===== src/rtl/uart_rx_system_if.sv =====
// Bundle of the UART receiver's serial input, divisor and received-byte outputs.
//
// Handshake: byte_ready is a one-cycle valid with no ready/backpressure. The
// consumer must take data_out in the byte_ready cycle or any later cycle, since
// data_out holds until the next good frame replaces it. state_dbg mirrors the
// receive FSM state (0=IDLE, 1=START, 2=DATA, 3=STOP) for observation only.
`timescale 1ns/1ps
interface uart_rx_system_if #(
  parameter int DVSR_WIDTH = 11
);
  logic                  serial_in;
  logic [DVSR_WIDTH-1:0] dvsr;
  logic [7:0]            data_out;
  logic                  byte_ready;
  logic [1:0]            state_dbg;

  modport master (
    output serial_in,
    output dvsr,
    input  data_out,
    input  byte_ready,
    input  state_dbg
  );

  modport slave (
    input  serial_in,
    input  dvsr,
    output data_out,
    output byte_ready,
    output state_dbg
  );
endinterface


===== src/rtl/uart_rx_system.sv =====
// UART 8N1 receiver: programmable sample-tick generator, two-flop input
// synchroniser and a 16x oversampling receive FSM that centres each sample
// on the middle of its bit.
`timescale 1ns/1ps
module uart_rx_system #(
  parameter int DVSR_WIDTH = 11,
  parameter int OVERSAMPLE = 16
) (
  input logic             clk,
  input logic             rst,
  uart_rx_system_if.slave bus
);

  typedef enum logic [1:0] {
    IDLE  = 2'd0,
    START = 2'd1,
    DATA  = 2'd2,
    STOP  = 2'd3
  } state_t;

  // Sample index where the start bit is re-checked (its midpoint) and the
  // last sample index of a whole bit.
  localparam logic [3:0] S_MID  = 4'(OVERSAMPLE / 2 - 1);
  localparam logic [3:0] S_LAST = 4'(OVERSAMPLE - 1);

  // Synchroniser
  logic sync1;
  logic rx_s;

  // Tick generator
  logic [DVSR_WIDTH-1:0] tick_cnt;
  logic [DVSR_WIDTH-1:0] tick_limit;
  logic                  tick;

  // Receive FSM
  state_t     state, state_next;
  logic [3:0] s, s_next;
  logic [2:0] n, n_next;
  logic [7:0] shreg, shreg_next;
  logic [7:0] data_q, data_next;
  logic       ready_q, ready_next;

  // Two-flop synchroniser, reset to the idle-high line level.
  always_ff @(posedge clk or posedge rst) begin
    if (rst) begin
      sync1 <= 1'b1;
      rx_s  <= 1'b1;
    end else begin
      sync1 <= bus.serial_in;
      rx_s  <= sync1;
    end
  end

  // The terminal count is captured only at a wrap, so a divisor change never
  // strands the counter above a smaller new limit. A zero divisor acts as one.
  assign tick = (tick_cnt == tick_limit);

  // Free-running tick counter; reloads its limit from dvsr at every wrap.
  always_ff @(posedge clk or posedge rst) begin
    if (rst) begin
      tick_cnt   <= '0;
      tick_limit <= '0;
    end else if (tick) begin
      tick_cnt   <= '0;
      tick_limit <= (bus.dvsr == '0) ? '0 : (bus.dvsr - DVSR_WIDTH'(1));
    end else begin
      tick_cnt <= tick_cnt + DVSR_WIDTH'(1);
    end
  end

  // Receive FSM state, counters, shift register and output registers.
  always_ff @(posedge clk or posedge rst) begin
    if (rst) begin
      state   <= IDLE;
      s       <= '0;
      n       <= '0;
      shreg   <= '0;
      data_q  <= '0;
      ready_q <= 1'b0;
    end else begin
      state   <= state_next;
      s       <= s_next;
      n       <= n_next;
      shreg   <= shreg_next;
      data_q  <= data_next;
      ready_q <= ready_next;
    end
  end

  // Next-state logic: start detection, mid-bit sampling and stop-bit check.
  always_comb begin
    state_next = state;
    s_next     = s;
    n_next     = n;
    shreg_next = shreg;
    data_next  = data_q;
    ready_next = 1'b0;
    case (state)
      IDLE: begin
        if (!rx_s) begin
          state_next = START;
          s_next     = '0;
        end
      end
      START: begin
        if (tick) begin
          if (s == S_MID) begin
            if (rx_s) begin
              state_next = IDLE;
            end else begin
              state_next = DATA;
              s_next     = '0;
              n_next     = '0;
            end
          end else begin
            s_next = s + 4'd1;
          end
        end
      end
      DATA: begin
        if (tick) begin
          if (s == S_LAST) begin
            shreg_next = {rx_s, shreg[7:1]};
            s_next     = '0;
            if (n == 3'd7) begin
              state_next = STOP;
            end else begin
              n_next = n + 3'd1;
            end
          end else begin
            s_next = s + 4'd1;
          end
        end
      end
      STOP: begin
        if (tick) begin
          if (s == S_LAST) begin
            state_next = IDLE;
            s_next     = '0;
            // A low stop sample is a framing error: the byte is dropped.
            if (rx_s) begin
              data_next  = shreg;
              ready_next = 1'b1;
            end
          end else begin
            s_next = s + 4'd1;
          end
        end
      end
      default: state_next = IDLE;
    endcase
  end

  assign bus.data_out   = data_q;
  assign bus.byte_ready = ready_q;
  assign bus.state_dbg  = state;

endmodule


===== src/flat_wrapper.sv =====
// flat-port wrapper written by rule: the top's interface ports become plain ports
module uart_rx_system_flat 
#(
  parameter int DVSR_WIDTH = 11,
  parameter int OVERSAMPLE = 16
)
  (clk, rst, bus_serial_in, bus_dvsr, bus_data_out, bus_byte_ready, bus_state_dbg);
  uart_rx_system_if #(.DVSR_WIDTH(DVSR_WIDTH)) bus_i ();
  input logic clk;
  input logic rst;
  input wire logic [$bits(bus_i.serial_in)-1:0] bus_serial_in;
  input wire logic [$bits(bus_i.dvsr)-1:0] bus_dvsr;
  output wire logic [$bits(bus_i.data_out)-1:0] bus_data_out;
  output wire logic [$bits(bus_i.byte_ready)-1:0] bus_byte_ready;
  output wire logic [$bits(bus_i.state_dbg)-1:0] bus_state_dbg;
  assign bus_i.serial_in = bus_serial_in;
  assign bus_i.dvsr = bus_dvsr;
  assign bus_data_out = bus_i.data_out;
  assign bus_byte_ready = bus_i.byte_ready;
  assign bus_state_dbg = bus_i.state_dbg;
  uart_rx_system #(.DVSR_WIDTH(DVSR_WIDTH), .OVERSAMPLE(OVERSAMPLE)) u_core (.clk(clk), .rst(rst), .bus(bus_i));
endmodule

===== config.mk =====
export PLATFORM = sky130hd
export DESIGN_NAME = uart_rx_system_flat
export DESIGN_NICKNAME = d
export VERILOG_FILES = /design/src/rtl/uart_rx_system_if.sv /design/src/rtl/uart_rx_system.sv /design/src/flat_wrapper.sv
export SDC_FILE = /design/constraint.sdc
export NUM_CORES = 1
export LEC_CHECK = 0
export BUFFER_PORTS_ARGS = -buffer_cell sky130_fd_sc_hd__buf_2
export CAP_MARGIN = 20
export CELL_PAD_IN_SITES_DETAIL_PLACEMENT = 1
export CELL_PAD_IN_SITES_GLOBAL_PLACEMENT = 1
export CORE_ASPECT_RATIO = 2
export CORE_UTILIZATION = 45
export CTS_BUF_LIST = sky130_fd_sc_hd__clkbuf_4
export CTS_CLUSTER_SIZE = 14
export DETAILED_ROUTE_END_ITERATION = 6
export PLACE_DENSITY_LB_ADDON = 0.15
export SYNTH_ARGS = -nofsm -noshare
export SYNTH_HDL_FRONTEND = slang
export SYNTH_SLANG_ARGS = --single-unit

===== constraint.sdc =====
create_clock -name clk -period 5.2 [get_ports clk]
set_input_delay 0.26 -clock clk [delete_from_list [all_inputs] [get_ports clk]]
set_output_delay 0.26 -clock clk [all_outputs]
set_load 0.01 [all_outputs]

==> impl_metrics.prom <==
# TYPE chip_impl_metric gauge
chip_impl_info{name="run_status",value="finished, final reports clean"} 1
chip_impl_metric{name="route.detailed.wl_per_inst",unit="µm"} 16.7
chip_impl_metric{name="h-tree-depth",unit=""} 2
chip_impl_metric{name="first_pass_iters",unit=""} 4
chip_impl_metric{name="slew_violations",unit=""} 0
chip_impl_metric{name="number_of_global_route_vias_before_repair",unit=""} 1849
chip_impl_metric{name="placeable_core_area",unit="µm²"} 5370
chip_impl_metric{name="worstPathRequired",unit="ns"} 5.51
chip_impl_info{name="min-delay-path-class",value="input pin to register"} 1
chip_impl_metric{name="detailroute.via_count",unit=""} 1743
chip_impl_metric{name="hold_viol",unit=""} 0
chip_impl_metric{name="route.detailed.drc",unit=""} 0
chip_impl_metric{name="clock_path_buffers",unit=""} 2
chip_impl_metric{name="worst_clock_skew",unit="ns"} 0.0195
chip_impl_metric{name="grt_met3_use",unit="%"} 3.95
chip_impl_metric{name="postSynthRegisterBits",unit=""} 50
chip_impl_info{name="crit_path_top_delay_cell",value="sky130_fd_sc_hd__or3_1"} 1
chip_impl_info{name="critical_path.reg2reg.startpoint",value="u_core.tick_cnt[8]"} 1
chip_impl_metric{name="cts-resized-gates",unit=""} 0
chip_impl_info{name="top_usage_layer",value="met2"} 1
chip_impl_metric{name="grt_first_pass_wirelength",unit="mm"} 8.46
chip_impl_info{name="hold_path_startpoint",value="bus_dvsr[0]"} 1
chip_impl_metric{name="total_die_area",unit="µm²"} 5860
chip_impl_metric{name="drt_first_iter_violations",unit=""} 20
chip_impl_info{name="grt_setup_unrepaired",value="no"} 1
chip_impl_metric{name="synth-edff-count",unit=""} 0
chip_impl_info{name="critical_path.cell_chain",value="xor2_1 > nor4_2 > nand3_2 > or3_1 > mux2_4"} 1
chip_impl_metric{name="cts_setup_buffers",unit=""} 0
chip_impl_info{name="synth_top_flop_cell",value="sky130_fd_sc_hd__dfrtp_1"} 1
chip_impl_metric{name="synth-seq-area-share",unit="%"} 50.3
chip_impl_metric{name="worst_ir_drop_vdd",unit="µV"} 173
chip_impl_metric{name="cap_violations",unit=""} 0
chip_impl_metric{name="synth_cell_types",unit=""} 46
chip_impl_metric{name="setup_viol",unit=""} 0
chip_impl_metric{name="ys_async_sr_fraction",unit="%"} 100
chip_impl_metric{name="detailed_place.area",unit="µm²"} 2640
chip_impl_metric{name="gpl.final_weighted_congestion",unit=""} 0.809
chip_impl_metric{name="final_layout_size_suffix_gt1_share",unit="%"} 25.2
chip_impl_metric{name="pin_count",unit=""} 25
chip_impl_metric{name="reg2reg_setup_slack",unit="ns"} 2.63
chip_impl_metric{name="cts-buffers-inserted",unit=""} 5
chip_impl_info{name="critical_path.endpoint_type",value="register"} 1
chip_impl_metric{name="antenna_left",unit=""} 0
chip_impl_metric{name="initial_utilization",unit="%"} 46.4
chip_impl_info{name="criticalPathCategory",value="register to register"} 1
chip_impl_metric{name="synth.yosys.warnings",unit=""} 0
chip_impl_info{name="synth.top_cells.by_count",value="48 x sky130_fd_sc_hd__dfrtp_1, 20 x sky130_fd_sc_hd__nand2_1, 20 x sky130_fd_sc_hd__xor2_1, 17 x sky130_fd_sc_hd__o21ai_0, 13 x sky130_fd_sc_hd__nor2_1"} 1
chip_impl_metric{name="grt_start_max_net_pins",unit=""} 51
chip_impl_info{name="cell_with_the_most_instances_after_synthesis",value="sky130_fd_sc_hd__dfrtp_1"} 1
chip_impl_metric{name="insertedDiodeCount",unit=""} 0
chip_impl_metric{name="die_width",unit="µm"} 54.6
chip_impl_metric{name="powerDensity",unit="nW/µm²"} 223
chip_impl_metric{name="routed_wire_length",unit="mm"} 5.17
chip_impl_metric{name="timing.critical_path.slowest_cell_delay",unit="ns"} 0.67
chip_impl_metric{name="tightest_slew",unit="ns"} 0.464
chip_impl_metric{name="largest_fanout_on_the_critical_path",unit=""} 21
chip_impl_metric{name="post-synth-top-area-fraction",unit="%"} 48.2
chip_impl_info{name="start_kind",value="register"} 1
chip_impl_info{name="cts-root-buf",value="sky130_fd_sc_hd__clkbuf_4"} 1
chip_impl_metric{name="syn2layout_area_growth",unit="%"} 9.93
chip_impl_info{name="synth_top_cell_by_area",value="sky130_fd_sc_hd__dfrtp_1"} 1
chip_impl_metric{name="r2r_cells",unit=""} 5
chip_impl_metric{name="dieHeight",unit="µm"} 107
chip_impl_metric{name="cells_after_synthesis",unit=""} 224
chip_impl_metric{name="grt_use_met1",unit="%"} 20.6
chip_impl_metric{name="grt_overflow_total",unit=""} 0
chip_impl_metric{name="setup_tns",unit="ns"} 0
chip_impl_metric{name="timing.final.crit_period",unit="ns"} 2.57
chip_impl_metric{name="fmax",unit="MHz"} 389
chip_impl_metric{name="grtUsageMet2",unit="%"} 36.7
chip_impl_metric{name="num-nets-final",unit=""} 269
chip_impl_metric{name="postLayoutCoreUtil",unit="%"} 51.0
chip_impl_metric{name="power",unit="µW"} 612
chip_impl_metric{name="cp_num_buf_inv",unit=""} 0
chip_impl_metric{name="portBuffers",unit=""} 24
chip_impl_metric{name="cts.reportedPaths.clkPinSlew",unit="ns"} 0.17
chip_impl_metric{name="final_min_period_over_clock_period",unit="%"} 49.5
chip_impl_metric{name="row_count",unit=""} 38
chip_impl_info{name="post_synth_main_area_contributors",value="sky130_fd_sc_hd__dfrtp_1 48%, sky130_fd_sc_hd__xor2_1 7.0%, sky130_fd_sc_hd__mux2_4 4.8%, sky130_fd_sc_hd__mux2_2 4.5%, sky130_fd_sc_hd__o21ai_0 3.4%"} 1
chip_impl_metric{name="synth.cell_area",unit="µm²"} 2490
chip_impl_info{name="critPathTopFamily",value="simple AND/OR/NAND/NOR gates"} 1
chip_impl_metric{name="maxSlewHeadroom",unit="%"} 69.0
chip_impl_metric{name="syn-num-nets",unit=""} 244
chip_impl_info{name="hold-path-endpoint",value="u_core.tick_limit[0]"} 1
chip_impl_metric{name="leakage",unit="µW"} 0.00128
chip_impl_metric{name="worst_skew_pair.late_latency",unit="ns"} 0.40
chip_impl_info{name="cts_tree",value="yes"} 1
chip_impl_metric{name="worst_hold_path.num_cells",unit=""} 2
chip_impl_metric{name="post-dp-hpwl",unit="mm"} 3.88
chip_impl_metric{name="antenna_found_initial",unit=""} 0
chip_impl_metric{name="final_area",unit="µm²"} 2740
chip_impl_metric{name="global_routing_usage_summed_across_all_routing_layers",unit="%"} 20.3
chip_impl_metric{name="clock_sinks",unit=""} 50
chip_impl_metric{name="avgViaCountPerCell",unit=""} 5.62
chip_impl_metric{name="synth.avg_cell_area",unit="µm²"} 11.1
chip_impl_info{name="worst_r2r_endpoint",value="u_core.shreg[6]"} 1
chip_impl_metric{name="arrival",unit="ns"} 2.88
## routing by layer
layer  routed length (µm)  vias to the layer above
li1                     -                      836
met1                 1890                      876
met2                 3040                       22
met3                  104                        9
met4                  129                        0
met5                    0                        -
## flip-flops by register name, indices dropped and copies added, names as in the netlist, named ones only
name                   cells
u_core.tick_cnt           11
u_core.tick_limit         11
u_core.bus.data_out        8
u_core.shreg               8
u_core.s                   4
u_core.n                   3
u_core.bus.byte_ready      1
u_core.bus.state_dbg       1
u_core.rx_s                1
u_core.sync1               1
## cells in the final DEF, fill, tap and decap left out, drive strengths merged, types with 4 or more instances in the layout
cell type	n
inv	7
nand2	20
mux2	18
ha	6
xor2	20
nor3	7
nor2	13
xnor2	8
nand3	7
o21ai	18
nand4	4
nor4	4
clkbuf	5
or3	4
a21oi	4
buf	25
dfrtp	48
## cell type report
type,count,area (µm²)
Tap cell,60,75.1
Inverter,6,22.5
Multi-Input combinational cell,159,1170
Clock inverter,3,25.0
Sequential cell,50,1250
Clock buffer,5,37.5
Fill cell,597,2630
Timing Repair Buffer,27,160
## per-stage QoR
step / hold slack [ns] / cells / setup WS, ns
5_1_grt: 0.0626 / 310 / 2.49
6_report: 0.0858 / 310 / 2.63
2_1_floorplan: 0.264 / 224 / 3.24
3_5_place_dp: 0.350 / 299 / 2.61
4_1_cts: 0.0766 / 308 / 2.59
3_3_place_gp: 0.350 / 299 / 2.68
## kinds of logic (layout without fill, tap and decap cells)
group,Yosys count,count (layout),synth area share (%)
mux,18,18,9.33
buf+inv,15,41,2.91
compound gates,38,38,9.38
xor+xnor,28,28,9.83
fa+ha+maj,6,6,3.01
flops,50,50,50.3
simple gates,69,69,15.3
## report_power, final
group	switching (µW)	internal, µW
Sequential	1.19	390
Clock	138	55.3
Combinational	16.2	10.6
## how the worst max path moves through the flow
stage | startpoint | end | slack [ns] | cells past startpoint
floorplan | u_core.tick_cnt[8] | u_core.shreg[0] | 3.24 | 6
global placement | u_core.tick_cnt[3] | u_core.shreg[4] | 2.68 | 5
detailed placement | u_core.tick_cnt[8] | u_core.shreg[7] | 2.61 | 5
CTS | u_core.tick_cnt[8] | u_core.shreg[6] | 2.59 | 5
global route | u_core.tick_cnt[3] | u_core.shreg[6] | 2.49 | 5
finish | u_core.tick_cnt[8] | u_core.shreg[6] | 2.63 | 5
## what timing repair did
item | CTS | global route
endpoints found under the setup margin | 0 | 0
hold buffers | 1 | 1
endpoints found under the hold margin | 1 | 5
## worst reg2reg max path, stage by stage (launching register included)
cell                      delay, ns
sky130_fd_sc_hd__dfrtp_1       0.45
sky130_fd_sc_hd__xor2_1        0.16
sky130_fd_sc_hd__nor4_2        0.40
sky130_fd_sc_hd__nand3_2       0.45
sky130_fd_sc_hd__or3_1         0.67
sky130_fd_sc_hd__mux2_4        0.37
No activity file was read; power rests on OpenSTA's default activity.
